`config.mk`:
```
export PLATFORM = sky130hd
export DESIGN_NAME = stage_ctrl_flat
export DESIGN_NICKNAME = d
export VERILOG_FILES = /design/src/rtl/_riscv_defines.sv /design/src/rtl/sm_if.sv /design/src/rtl/stage_ctrl.sv /design/src/flat_wrapper.sv
export SDC_FILE = /design/constraint.sdc
export NUM_CORES = 1
export LEC_CHECK = 0
export ABC_AREA = 1
export ABC_CLOCK_PERIOD_IN_PS = 3200
export CAP_MARGIN = 20
export CELL_PAD_IN_SITES_DETAIL_PLACEMENT = 2
export CELL_PAD_IN_SITES_GLOBAL_PLACEMENT = 2
export CORE_UTILIZATION = 23
export DETAILED_ROUTE_END_ITERATION = 12
export PLACE_DENSITY_LB_ADDON = 0.1
export REMOVE_ABC_BUFFERS = 1
export SLEW_MARGIN = 20
export SYNTH_ARGS = -nofsm -noshare
export SYNTH_HDL_FRONTEND = slang
export SYNTH_SLANG_ARGS = --single-unit
```
`constraint.sdc`:
```
create_clock -name clk -period 3.2 [get_ports clk]
set_input_delay 0.64 -clock clk [delete_from_list [all_inputs] [get_ports clk]]
set_output_delay 0.64 -clock clk [all_outputs]
set_load 0.01 [all_outputs]
```
`src/rtl/_riscv_defines.sv`:
```
// Shared types and opcode constants for the multicycle RV32I core.
package _riscv_defines;

    typedef enum logic [2:0] {
        IDLE      = 3'd0,
        FETCH     = 3'd1,
        DECODE    = 3'd2,
        EXECUTE   = 3'd3,
        MEMORY    = 3'd4,
        WRITEBACK = 3'd5
    } state_t;

    localparam logic [6:0] OP_LUI    = 7'b0110111;
    localparam logic [6:0] OP_AUIPC  = 7'b0010111;
    localparam logic [6:0] OP_JAL    = 7'b1101111;
    localparam logic [6:0] OP_JALR   = 7'b1100111;
    localparam logic [6:0] OP_BRANCH = 7'b1100011;
    localparam logic [6:0] OP_LOAD   = 7'b0000011;
    localparam logic [6:0] OP_STORE  = 7'b0100011;
    localparam logic [6:0] OP_I_TYPE = 7'b0010011;
    localparam logic [6:0] OP_R_TYPE = 7'b0110011;

endpackage

```
`src/rtl/sm_if.sv`:
```
// Handshake between the state sequencer and the per-stage controller.
interface sm_if;
    import _riscv_defines::*;

    state_t     now_state;
    state_t     now_state_d1;
    state_t     next_state;
    logic       state_finish;
    logic [6:0] opcode;

    modport master (
        output state_finish, opcode,
        input  now_state, now_state_d1, next_state
    );

    modport slave (
        input  state_finish, opcode,
        output now_state, now_state_d1, next_state
    );
endinterface

```
`src/rtl/stage_ctrl.sv`:
```
// Per-stage controller: fetch, IR hold, data access, load extraction,
// writeback strobe and PC update, with a memory-stall watchdog.
module stage_ctrl
    import _riscv_defines::*;
#(
    parameter logic [31:0] RESET_PC = 32'h0000_0000,
    parameter int unsigned TIMEOUT  = 255
) (
    input  logic        clk,
    input  logic        rst_n,
    sm_if.master        sm,
    output logic        imem_req,
    output logic [31:0] imem_addr,
    input  logic        imem_ready,
    input  logic [31:0] imem_rdata,
    output logic        dmem_req,
    output logic        dmem_we,
    output logic [31:0] dmem_addr,
    output logic [3:0]  dmem_be,
    output logic [31:0] dmem_wdata,
    input  logic        dmem_ready,
    input  logic [31:0] dmem_rdata,
    input  logic [31:0] ex_result,
    input  logic [31:0] ex_next_pc,
    input  logic [31:0] store_data,
    output logic [31:0] pc,
    output logic [31:0] instr,
    output logic        rf_we,
    output logic [4:0]  rf_waddr,
    output logic [31:0] rf_wdata,
    output logic        bus_err,
    output logic        misaligned,
    output logic        illegal
);
    localparam int unsigned CNT_W = 16;
    localparam logic [31:0] NOP   = 32'h0000_0013;

    logic             run;
    logic [31:0]      result_q;
    logic [31:0]      load_q;
    logic [31:0]      addr_q;
    logic [CNT_W-1:0] tmo_cnt;
    logic [CNT_W-1:0] cnt_cur;

    logic [6:0]  opcode_w;
    logic [2:0]  funct3;
    logic [1:0]  lane;
    logic        is_load;
    logic        is_store;
    logic        legal;
    logic        mis_c;
    logic        first_cyc;
    logic        at_limit;
    logic        pend;
    logic        finish;
    logic        fetch_xfer;
    logic        fetch_tmo;
    logic        load_xfer;
    logic        mem_tmo;
    logic        mem_mis;
    logic [15:0] half_v;
    logic [7:0]  byte_v;
    logic [31:0] load_val;

    assign opcode_w        = instr[6:0];
    assign funct3          = instr[14:12];
    assign lane            = addr_q[1:0];
    assign is_load         = (opcode_w == OP_LOAD);
    assign is_store        = (opcode_w == OP_STORE);
    assign sm.opcode       = opcode_w;
    assign sm.state_finish = finish;

    assign imem_addr  = pc;
    assign dmem_addr  = {addr_q[31:2], 2'b00};
    assign dmem_we    = dmem_req & is_store;
    assign dmem_wdata = store_data << {lane, 3'b000};
    assign rf_waddr   = instr[11:7];
    assign rf_wdata   = is_load ? load_q : result_q;

    always_comb begin
        legal = 1'b0;
        case (opcode_w)
            OP_LUI, OP_AUIPC, OP_JAL, OP_JALR, OP_BRANCH,
            OP_LOAD, OP_STORE, OP_I_TYPE, OP_R_TYPE: legal = 1'b1;
            default: legal = 1'b0;
        endcase
    end

    // Alignment check and byte enables, both sized by funct3[1:0]
    always_comb begin
        mis_c   = 1'b0;
        dmem_be = 4'b1111;
        case (funct3[1:0])
            2'b00: begin
                mis_c = 1'b0;
                if (is_store) dmem_be = 4'(4'b0001 << lane);
            end
            2'b01: begin
                mis_c = lane[0];
                if (is_store) dmem_be = 4'(4'b0011 << lane);
            end
            default: mis_c = (lane != 2'b00);
        endcase
    end

    always_comb begin
        half_v   = lane[1] ? dmem_rdata[31:16] : dmem_rdata[15:0];
        byte_v   = lane[0] ? half_v[15:8] : half_v[7:0];
        load_val = dmem_rdata;
        case (funct3)
            3'b000:  load_val = {{24{byte_v[7]}}, byte_v};
            3'b100:  load_val = {24'h000000, byte_v};
            3'b001:  load_val = {{16{half_v[15]}}, half_v};
            3'b101:  load_val = {16'h0000, half_v};
            default: load_val = dmem_rdata;
        endcase
    end

    // Stall count restarts on every new state visit
    assign first_cyc = (sm.now_state != sm.now_state_d1);
    assign cnt_cur   = first_cyc ? '0 : tmo_cnt;
    assign at_limit  = (cnt_cur == CNT_W'(TIMEOUT - 1));
    assign pend      = (imem_req & ~imem_ready) | (dmem_req & ~dmem_ready);

    always_comb begin
        finish     = 1'b0;
        imem_req   = 1'b0;
        dmem_req   = 1'b0;
        rf_we      = 1'b0;
        fetch_xfer = 1'b0;
        fetch_tmo  = 1'b0;
        load_xfer  = 1'b0;
        mem_tmo    = 1'b0;
        mem_mis    = 1'b0;
        case (sm.now_state)
            FETCH: begin
                imem_req = run;
                if (run && imem_ready) begin
                    finish     = 1'b1;
                    fetch_xfer = 1'b1;
                end else if (run && at_limit) begin
                    finish    = 1'b1;
                    fetch_tmo = 1'b1;
                end
            end
            DECODE, EXECUTE: finish = 1'b1;
            MEMORY: begin
                if (!(is_load || is_store)) begin
                    finish = 1'b1;
                end else if (mis_c) begin
                    finish  = 1'b1;
                    mem_mis = 1'b1;
                end else begin
                    dmem_req = run;
                    if (run && dmem_ready) begin
                        finish    = 1'b1;
                        load_xfer = is_load;
                    end else if (run && at_limit) begin
                        finish  = 1'b1;
                        mem_tmo = 1'b1;
                    end
                end
            end
            WRITEBACK: begin
                finish = 1'b1;
                rf_we  = run && (instr[11:7] != 5'd0);
            end
            default: finish = 1'b0;
        endcase
    end

    always_ff @(posedge clk or negedge rst_n) begin
        if (!rst_n) begin
            run        <= 1'b0;
            pc         <= RESET_PC;
            instr      <= NOP;
            result_q   <= '0;
            load_q     <= '0;
            addr_q     <= '0;
            tmo_cnt    <= '0;
            bus_err    <= 1'b0;
            misaligned <= 1'b0;
            illegal    <= 1'b0;
        end else begin
            run <= 1'b1;
            if (fetch_xfer)     instr <= imem_rdata;
            else if (fetch_tmo) instr <= NOP;
            if (sm.now_state == EXECUTE) begin
                result_q <= ex_result;
                addr_q   <= ex_result;
            end
            if (load_xfer)                             load_q <= load_val;
            else if (mem_mis || (mem_tmo && is_load))  load_q <= '0;
            if (fetch_tmo || mem_tmo) bus_err    <= 1'b1;
            if (mem_mis)              misaligned <= 1'b1;
            if (sm.now_state == DECODE && !legal) illegal <= 1'b1;
            if (finish && sm.next_state == FETCH) pc <= ex_next_pc;
            if (finish)         tmo_cnt <= '0;
            else if (pend)      tmo_cnt <= cnt_cur + CNT_W'(1);
            else if (first_cyc) tmo_cnt <= '0;
        end
    end
endmodule
```
`src/flat_wrapper.sv`:
```
// flat-port wrapper written by rule: the top's interface ports become plain ports
module stage_ctrl_flat import _riscv_defines::*;
#(
    parameter logic [31:0] RESET_PC = 32'h0000_0000,
    parameter int unsigned TIMEOUT  = 255
)
  (clk, rst_n, imem_req, imem_addr, imem_ready, imem_rdata, dmem_req, dmem_we, dmem_addr, dmem_be, dmem_wdata, dmem_ready, dmem_rdata, ex_result, ex_next_pc, store_data, pc, instr, rf_we, rf_waddr, rf_wdata, bus_err, misaligned, illegal, sm_state_finish, sm_opcode, sm_now_state, sm_now_state_d1, sm_next_state);
  sm_if sm_i ();
  input  logic clk;
  input  logic rst_n;
  output logic imem_req;
  output logic [31:0] imem_addr;
  input  logic imem_ready;
  input  logic [31:0] imem_rdata;
  output logic dmem_req;
  output logic dmem_we;
  output logic [31:0] dmem_addr;
  output logic [3:0] dmem_be;
  output logic [31:0] dmem_wdata;
  input  logic dmem_ready;
  input  logic [31:0] dmem_rdata;
  input  logic [31:0] ex_result;
  input  logic [31:0] ex_next_pc;
  input  logic [31:0] store_data;
  output logic [31:0] pc;
  output logic [31:0] instr;
  output logic rf_we;
  output logic [4:0] rf_waddr;
  output logic [31:0] rf_wdata;
  output logic bus_err;
  output logic misaligned;
  output logic illegal;
  output wire logic [$bits(sm_i.state_finish)-1:0] sm_state_finish;
  output wire logic [$bits(sm_i.opcode)-1:0] sm_opcode;
  input wire logic [$bits(sm_i.now_state)-1:0] sm_now_state;
  input wire logic [$bits(sm_i.now_state_d1)-1:0] sm_now_state_d1;
  input wire logic [$bits(sm_i.next_state)-1:0] sm_next_state;
  assign sm_state_finish = sm_i.state_finish;
  assign sm_opcode = sm_i.opcode;
  assign sm_i.now_state = sm_now_state;
  assign sm_i.now_state_d1 = sm_now_state_d1;
  assign sm_i.next_state = sm_next_state;
  stage_ctrl #(.RESET_PC(RESET_PC), .TIMEOUT(TIMEOUT)) u_core (.clk(clk), .rst_n(rst_n), .sm(sm_i), .imem_req(imem_req), .imem_addr(imem_addr), .imem_ready(imem_ready), .imem_rdata(imem_rdata), .dmem_req(dmem_req), .dmem_we(dmem_we), .dmem_addr(dmem_addr), .dmem_be(dmem_be), .dmem_wdata(dmem_wdata), .dmem_ready(dmem_ready), .dmem_rdata(dmem_rdata), .ex_result(ex_result), .ex_next_pc(ex_next_pc), .store_data(store_data), .pc(pc), .instr(instr), .rf_we(rf_we), .rf_waddr(rf_waddr), .rf_wdata(rf_wdata), .bus_err(bus_err), .misaligned(misaligned), .illegal(illegal));
endmodule
```
==> results of run 1 <==
cells in the final DEF (no fill, tap or decap), types with 13 or more instances in the layout:
cell type        synthesis  layout
buf_4                   77      72
clkdlybuf4s50_1          0     347
dlymetal6s2s_1           0      24
a21oi_1                 26      26
clkbuf_16                0      17
mux2i_1                 13      13
nand3_2                 12      14
a22o_1                  20      20
mux2_2                  30      30
nor2_1                  71      66
o21ai_0                 33      33
nand3_1                 77      75
o211ai_1                31      31
inv_1                   59      58
dlygate4sd2_1            0      13
nand2_1                327     324
dfrtp_1                145     144
registers in the layout, indices dropped and copies added, names as in the netlist:
| name | cells |
|---|---|
| u_core.result_q | 32 |
| u_core.illegal | 1 |
| u_core.instr | 32 |
| u_core.bus_err | 1 |
| u_core.misaligned | 1 |
| u_core.load_q | 32 |
| u_core.imem_addr | 32 |
| u_core.tmo_cnt | 16 |
| u_core.run | 1 |
per-layer routing:
layer	vias to the layer above	routed length [um]
met1	4344	16100
met5	-	26
met4	4	447
met2	250	19300
li1	4159	-
met3	29	2110
metrics by stage:
step | utilization [%] | hold WS [ns]
finish | 37.2 | 0.144
global route | 37.2 | 0.159
CTS | 36.8 | 0.146
detailed placement | 35.1 | 0.475
global placement | 35.1 | 0.455
floorplan | - | 0.344
final cells by class:
type	count	area (um2)	area share, %
inverter	65	244	1.78
sequential	148	3710	27.1
timing repair buffer	467	4610	33.7
clock inverter	12	128	0.934
multi-input combinational	729	3920	28.7
antenna	2	5.00	0.0366
tap	468	586	4.28
clock buffer	20	467	3.41
report_power, final:
part / switching, mW / internal (mW) / total, mW
clock network: 0.869 / 1.21 / 2.08
registers: 0.248 / 2.14 / 2.39
logic: 1.22 / 1.41 / 2.63
how the worst max path moves through the flow:
stage	to	slack, ns
after floorplan	u_core.load_q[16]	-1.32
after global placement	sm_state_finish	-0.41
after detailed placement	sm_state_finish	-0.47
after CTS	sm_state_finish	-0.15
after global routing	sm_state_finish	-0.16
final	sm_state_finish	-0.02
repair_timing:
| item | in CTS | in global routing |
|---|---|---|
| endpoints found under the setup margin | 36 | 44 |
| resized for setup | 24 | 33 |
| setup buffers | 2 | 8 |
| pin swaps | 1 | 4 |
logic make-up (layout without fill, tap and decap cells):
| logic type | Yosys count | in the layout | share of synthesized area (%) |
|---|---|---|---|
| xor+xnor | 9 | 9 | 1.13 |
| flops | 148 | 148 | 43.1 |
| other cells | 2 | 5 | 0.0872 |
| simple gates | 530 | 530 | 26.6 |
| fa+ha+maj | 6 | 6 | 0.872 |
| compound gates | 138 | 138 | 10.5 |
| buf+inv | 194 | 564 | 12.2 |
| mux | 43 | 43 | 5.43 |
==> out/metrics.yaml, run 1 <==
status: "complete, but fails checks"
violations: "setup timing"
synthesis.area_um2: 8610
nNetsFinal: 1607
worstPathRequired_ns: 2.56
synth.largest_area_cell: "dfrtp_1"
final.setup.tns_ns: -0.0220
syn_area_per_cell_um2: 8.05
worst_pin_slew_ns: 0.547
seq_area_frac_synth_pct: 43.1
avgRoutedWirePerCell_um: 19.9
fin_crit_ns: 3.22
worstPathMaxFanout: 4
post-synth-top-area-fraction_pct: 42.1
hold_path.class: "in -> async"
met3_usage_pct: 5.46
ios: 389
grt.total_usage_pct: 20.0
cts_root_buffer: "clkbuf_16"
startpoint: "sm_now_state_d1[2]"
dp.cells: 1867
p_leak_nw: 6.45
crit_chain: "clkdlybuf4s50_1, buf_4, nand2_2, nand2_4, nor2_8, nand2_2, nor2_4, ha_4, nand2_1, inv_2, nand2_1, nor2_2, nand3_2, nand2_1, inv_2, nand2_4, buf_6"
skew_ns: 0.0117
clkTransAtPathRegs_ns: 0.06
busiest_layer: "met2"
yosys-top-cells-count: "327 x nand2_1, 145 x dfrtp_1, 77 x buf_4, 77 x nand3_1, 71 x nor2_1"
cp_slowest_stage_delay_ns: 0.43
gp_congestion: 0.817
rsz0062_at_grt: "true"
drive_above_1_share_pct: 14.0
rr_endpoint: "u_core.imem_addr[10]"
use_met2_pct: 35.5
via_per_inst: 4.60
drv_slew: 0
fmax_ghz: 0.310
grt_pass1_wl_um: 57800
startpoint_type: "input pin"
num_vias: 8786
cts.sinks: 148
synth-edff-count: 0
drt_iter0_drc: 178
h-tree-depth: 4
arrival_ns: 2.58
grt_pass1_vias: 9780
powerDensity_nw_per_um2: 519
grt_max_degree: 51
ys.warnings.count: 0
crit_family: "simple AND/OR/NAND/NOR gates"
fin_crit_sh_pct: 101
met1_usage_pct: 23.8
ys_async_sr_fraction_pct: 100
portBuffers: 386
relSlewSlack_pct: 63.4
cp_num_buf_inv: 5
grt_remaining_overflow: 0
r2r_slack_ns: 0.64
worst_slack_ns: -0.0220
drc_errors: 0
layoutNonFillerInstCount: 1911
end_kind: "primary output"
cts_buffers: 17
die-area_um2: 38200
first_pass_iters: 4
r2r_start: "u_core.result_q[1]"
initial_core_util_pct: 23.5
postCtsHoldBufs: 0
drt.antenna.violating_nets: 0
ff2ff_path_depth: 13
synth.most_common_cell: "nand2_1"
hold_viol_final: 0
insertion_delay_ns: 0.45
path_depth: 17
ir_drop_mv: 0.329
place_ws_ns: -0.465
antenna_found_initial: 3
path_class: "in -> out"
area_delta_synth_final_pct: 58.7
drt-total-wl_um: 38000
cp_slowest_cell: "clkdlybuf4s50_1"
die_w_um: 195
synth_area_leaders: "dfrtp_1 42%, nand2_1 14%, buf_4 6.7%, nand3_1 4.5%, mux2_2 3.9%"
post-dp-hpwl_um: 28900
tritoncts: "yes"
design_area_um2: 13700
fillers: 4125
netlist_instances: 1070
cts_buffer_depth: 2
synth_flop_cell: "dfrtp_1"
cap_violations: 0
coreArea_um2: 36700
synth_cell_types: 48
place_area_um2: 12900
synth-seq-cells: 148
power_mw: 7.10
die_y_um: 195
rows: 70
path_common_cell: "nand2_1"
setup_violations: 1
No activity file was read; power rests on OpenSTA's default activity.
==> run 2: changes to the inputs <==
==> constraint.sdc (replaced) <==
create_clock -name clk -period 3.2 [get_ports clk]
set_input_delay 0.64 -clock clk [delete_from_list [all_inputs] [get_ports clk]]
set_output_delay 0.64 -clock clk [all_outputs]
set_load 0.1 [all_outputs]
==> run 2 against run 1 <==
Net effect:
- the run now ends clean
- clock power decreased by 4%
- routed wire length decreased by 1.0%
- hold slack got worse by 0.0071 ns
- maximum frequency increased by 5.8%
- critical path depth unchanged
- sequential cell count unchanged
- global-route usage about the same
- core utilization increased by 0.40 points
- critical path type unchanged
==> out/metrics.yaml, run 2 (synthesis gave the netlist of run 1 again) <==
postCtsHoldBufs: 0  # unchanged
avgRoutedWirePerCell_um: 19.9  # +0.13%
ir_drop_mv: 0.556  # +69%
dp.cells: 1852  # -0.80%
cts_root_buffer: "clkbuf_16"
path_class: "in -> out"
drive_above_1_share_pct: 27.5  # +14 points
drt-total-wl_um: 37600  # -1.0%
met3_usage_pct: 4.65  # -0.81 points
grt.total_usage_pct: 20.0  # -0.021 points
layoutNonFillerInstCount: 1889  # -1.2%
ff2ff_path_depth: 14  # +1
antenna_found_initial: 2  # -1
first_pass_iters: 4  # unchanged
cts_buffers: 17  # unchanged
grt_pass1_wl_um: 58000  # +0.19%
initial_core_util_pct: 23.5  # unchanged
cts_buffer_depth: 2  # unchanged
portBuffers: 386  # unchanged
hold_viol_final: 0  # unchanged
r2r_start: "u_core.result_q[1]"
setup_violations: 0  # -1
insertion_delay_ns: 0.45  # about the same
h-tree-depth: 4  # unchanged
fin_crit_ns: 3.05  # -0.176 ns
startpoint_type: "input pin"
via_per_inst: 4.64  # +0.93%
ios: 389  # unchanged
coreArea_um2: 36700  # unchanged
power_mw: 11.0  # +55%
p_leak_nw: 6.66  # +3.3%
layout_commonest_cell: "nand2_1"
worst_pin_slew_ns: 0.550  # +0.00276 ns
gp_congestion: 0.782  # -4.3%
grt_max_degree: 68  # +33%
fin_crit_sh_pct: 95.2  # -5.5 points
worstPathRequired_ns: 2.56  # about the same
nNetsFinal: 1586  # -1.3%
fmax_ghz: 0.328  # +5.8%
drt.antenna.violating_nets: 0  # unchanged
status: "completed"
die_w_um: 195  # unchanged
cap_violations: 0  # unchanged
powerDensity_nw_per_um2: 795  # +53%
tritoncts: "yes"
use_met2_pct: 36.2  # +0.70 points
layout_common_cells: "324 x nand2_1, 193 x buf_4, 165 x clkdlybuf4s50_1"
r2r_slack_ns: 0.70  # +0.06 ns
skew_ns: 0.00842  # -0.00326 ns
grt_remaining_overflow: 0  # unchanged
area_delta_synth_final_pct: 60.5
end_kind: "primary output"
grt_pass1_vias: 9645  # -1.4%
busiest_layer: "met2"
clkTransAtPathRegs_ns: 0.06  # about the same
die-area_um2: 38200  # unchanged
die_y_um: 195  # unchanged
cts.sinks: 148  # unchanged
rows: 70  # unchanged
worstPathMaxFanout: 4  # unchanged
final.setup.tns_ns: 0  # +0.0220 ns
post-dp-hpwl_um: 28700  # -0.68%
met1_usage_pct: 23.5  # -0.29 points
num_vias: 8766  # -0.23%
drv_slew: 0  # unchanged
relSlewSlack_pct: 63.3  # about the same
rsz0062_at_grt: "false"
startpoint: "sm_now_state[1]"
arrival_ns: 2.41  # -0.17 ns
rr_endpoint: "u_core.imem_addr[23]"
hold_path.class: "in -> async"
drc_errors: 0  # unchanged
drt_iter0_drc: 258  # +45%
==> run 2: cell count changes in the layout (fill, tap and decap cells not counted), sizes merged <==
cell	previous run	this run
dlygate4sd2	13	4
clkdlybuf4s15	0	2
clkinvlp	4	2
buf	83	275
bufinv	2	1
clkdlybuf4s50	347	165
dlymetal6s2s	24	0
inv	65	64
clkbuf	20	24
diode	2	1
==> run 2: metal layers <==
metal	part of all wire, %	routed length (um)
met1	42	15800
met2	51	19300
met3	5.2	1950
met4	1.2	448
met5	0.072	27
==> run 2: metrics by stage <==
| step | setup WS, ns | area [um2] | util, % | hold slack, ns |
|---|---|---|---|---|
| floorplan | -2.04 | 7800 | - | 0.344 |
| global placement | -0.0425 | 13200 | 35.9 | 0.460 |
| detailed placement | -0.135 | 13200 | 35.9 | 0.471 |
| CTS | -0.0448 | 13800 | 37.5 | 0.131 |
| global route | 0.00608 | 13800 | 37.6 | 0.146 |
| finish | 0.154 | 13800 | 37.7 | 0.137 |
==> run 2: critical path, cell delays in order <==
cell and delay [ns]:
dlygate4sd2_1 0.27, buf_4 0.16, nand2_1 0.05, nand2_1 0.10, nand2_2 0.10, nor2_4 0.04
nand2_1 0.07, ha_2 0.19, nand2_1 0.06, inv_1 0.05, nand2_1 0.06, nor2_2 0.13
nand3_2 0.10, nand2_2 0.08, inv_2 0.04, nand2_4 0.08, buf_12 0.18
==> run 2: timing repair <==
action	CTS	global route
pin swaps	4	2
setup buffers	3	1
gates resized for setup	9	11
endpoints found under the setup margin	7	1
gates cloned	0	0
==> run 2: report_power, final <==
| group | internal (mW) | total, mW | switching [mW] |
|---|---|---|---|
| clock network | 1.13 | 1.99 | 0.859 |
| registers | 2.14 | 2.41 | 0.273 |
| logic | 1.58 | 6.58 | 4.99 |
==> run 2: how the worst max path moves through the flow <==
| stage | depth (start not counted) | end | slack, ns |
|---|---|---|---|
| floorplan | 8 | u_core.load_q[16] | -2.04 |
| global placement | 17 | sm_state_finish | -0.04 |
| detailed placement | 17 | sm_state_finish | -0.13 |
| CTS | 12 | sm_state_finish | -0.04 |
| global route | 12 | sm_state_finish | 0.006 |
| finish | 17 | sm_state_finish | 0.15 |
==> run 2: layout make-up <==
class	count	area (um2)
diodes	1	2.50
clock buffers	24	482
clock inverters	8	77.6
fillers	4123	22900
inverters	65	244
multi-input cells	729	3930
flip-flops and latches	148	3710
well taps	468	586
repair buffers	446	4790
==> variant: new RTL, settings of run 1 <==
Set the localparam `CNT_W` to 32 (it was 16).
--- a/src/rtl/stage_ctrl.sv
+++ b/src/rtl/stage_ctrl.sv
@@ -33,5 +33,5 @@
     output logic        illegal
 );
-    localparam int unsigned CNT_W = 16;
+    localparam int unsigned CNT_W = 32;
     localparam logic [31:0] NOP   = 32'h0000_0013;
 
Check against the original RTL: no difference found for any inputs over 4 cycles, from zero or initial values and one cycle with rst_n low; that may be too few to reach the edited logic, so the function may still have changed.
==> variant against run 1 <==
  * Hold slack better by 81 ps
  * Register-to-register slack better by 20 ps
  * Sequential cell count is 16 higher
  * Clock skew hardly changed
  * Power is 5.2% higher
  * Worst setup slack better by 82 ps
  * Wire length is 20% higher
  * First-iteration DRC count is 90% higher
  * Utilization is 1.2 points lower
  * Design area is 14% higher
  * Die area is 16% higher
  * Global-route usage is 1.1 points higher
  * Area after synthesis is 17% higher
  * Critical endpoint unchanged
==> variant: results (changes against run 1) <==
stage	metric	value	unit	change
grt	largest net degree at the start of global routing	77		+51%
synth	sequential element share of the synthesized area	0.409		-0.0214
place	dpl hpwl	35000	µm	+21%
critical_path	reg2reg start	u_core.result_q[0]		
synth	post-synthesis xor/xnor area fraction	0.0157		+0.00437
clock_network	worst-skew pair later-pin latency	480	ps	+30 ps
clock_network	CTS clk-pin slew, worst paths	70	ps	
power_and_ir_drop	Peak VDD IR	0.317	mV	-3.8%
clock_network	CTS root buf	clkbuf_16		
finish	layout cell share with drive strength beyond 1	0.140		-0.000158
critical_path	Worst Setup SP	sm_now_state_d1[0]		
floorplanning	core region area	0.0431	mm²	+17%
clock_network	clk buf depth	2		unchanged
clock_network	H-tree depth	4		unchanged
power_and_ir_drop	Net Sw Frac	0.328		-0.000958
place	DP Worst Slack	-650	ps	-185 ps
hold_path	worst hold path class	input port to async pin		
grt	vias in the first global route	11800		+21%
place	Area after DPL	0.0148	mm²	+15%
timing	Slew headroom	0.487		-0.147
grt	global-route wire length before repair	70400	µm	+22%
synth	Async S/R FF share, synth	1.00		unchanged
drt	DRT Pass-1 Iters	5		+1
drt	Via Count	10600		+21%
synth	Gate Count Post-Synth	1354		+27%
critical_path	arrival time worst endpoint	2500	ps	-80 ps
synth	synth top area cells	dfrtp_1 (40%), nand2_1 (17%), buf_4 (6.1%), nor2_1 (5.8%), nand3_1 (5.1%)		
place	placed cells	2306		+24%
drt	Via density	4.52		-1.6%
grt	Global Route Usage Sum	0.211		+0.0109
place	Buffers on Ports	386		unchanged
place	RD Place Congestion	0.838		+2.6%
synth	Compound-Gate Fraction of Synth Area	0.0862		-0.0193
drt	drt wl/cell	19.4	µm	-2.3%
synth	Synth Warn #	0		unchanged
clock_network	CTS Buf Count	17		unchanged
synth	post-synth cell types	47		-2.1%
finish	Net count, final	1930		+20%
run_status	status	finished, final reports clean		
synth	adder-cell area share of the yosys netlist	0.00748		-0.00124
synth	Post-synth top cells	nand2_1 (450), dfrtp_1 (161), nor2_1 (154), nand3_1 (103), inv_1 (83)		
grt	initial antenna violation count	7		+4
critical_path	CP delay by family, top	simple AND/OR/NAND/NOR gates		
timing	Worst Clk Skew	12.0	ps	+0.299 ps
critical_path	crit path max-delay cell type	dlygate4sd2_1		
drt	number of DRC markers in iteration 0	339		+90%
critical_path	crit-path max cell delay	270	ps	-160 ps
critical_path	Critical Path Fanout Max	11		+7
power_and_ir_drop	Leak	0.00736	µW	+14%
synth	mux cell area share after synthesis	0.0416		-0.0127
## variant: cell types whose count changed in the layout (fill, tap and decap cells not counted), sizes merged, moves of 16 or more
cell	run 1	this run
buf	83	126
dfrtp	145	161
dlygate4sd2	13	33
dlymetal6s2s	24	3
inv	65	89
nand2	336	459
nand3	89	105
nor2	78	161
o211ai	31	9
## variant: area by class of cell
class | instances | area (µm²)
Tap cell | 585 | 732
Inverter | 91 | 342
Fill cell | 4976 | 27600
Clock inverter | 8 | 128
Antenna cell | 2 | 5.00
Timing Repair Buffer | 512 | 4940
Clock buffer | 24 | 472
Sequential cell | 164 | 4110
Multi-Input combinational cell | 965 | 4800
## variant: path summary, 6_finish.rpt
kind / to / slack [ps] / cells past startpoint
max: sm_state_finish / 60 / 15
min reg2reg: u_core.misaligned / 470 / 1
max reg2reg: u_core.imem_addr[23] / 660 / 16
min: u_core.tmo_cnt[4] / 220 / 1
min in group clk: u_core.misaligned / 470 / 1
max in group asynchronous: u_core.instr[1] / 2220 / 2
## variant: what timing repair did
item / in CTS / in global routing
gates cloned: 1 / 0
endpoints found under the setup margin: 39 / 26
buffers inserted: 9 / 1
pin swaps: 7 / 8
resized for setup: 64 / 18
## variant: power by group through the flow
| stage | Combinational, µW | Clock [µW] | Sequential, µW |
|---|---|---|---|
| global route | 2900 | 2370 | 2620 |
| finish | 2660 | 2220 | 2580 |
| detailed placement | 2740 | 0 | 2620 |
| global placement | 2700 | 0 | 2610 |
| CTS | 2720 | 2320 | 2590 |
| floorplan | 764 | 0 | 2790 |
## variant: per-layer routing
metal,part of all wire,track usage,vias up
met4,0.019,0.0642,10
li1,-,-,5074
met1,0.41,0.243,5272
met2,0.51,0.370,224
met5,0.0015,0,-
met3,0.059,0.0665,56
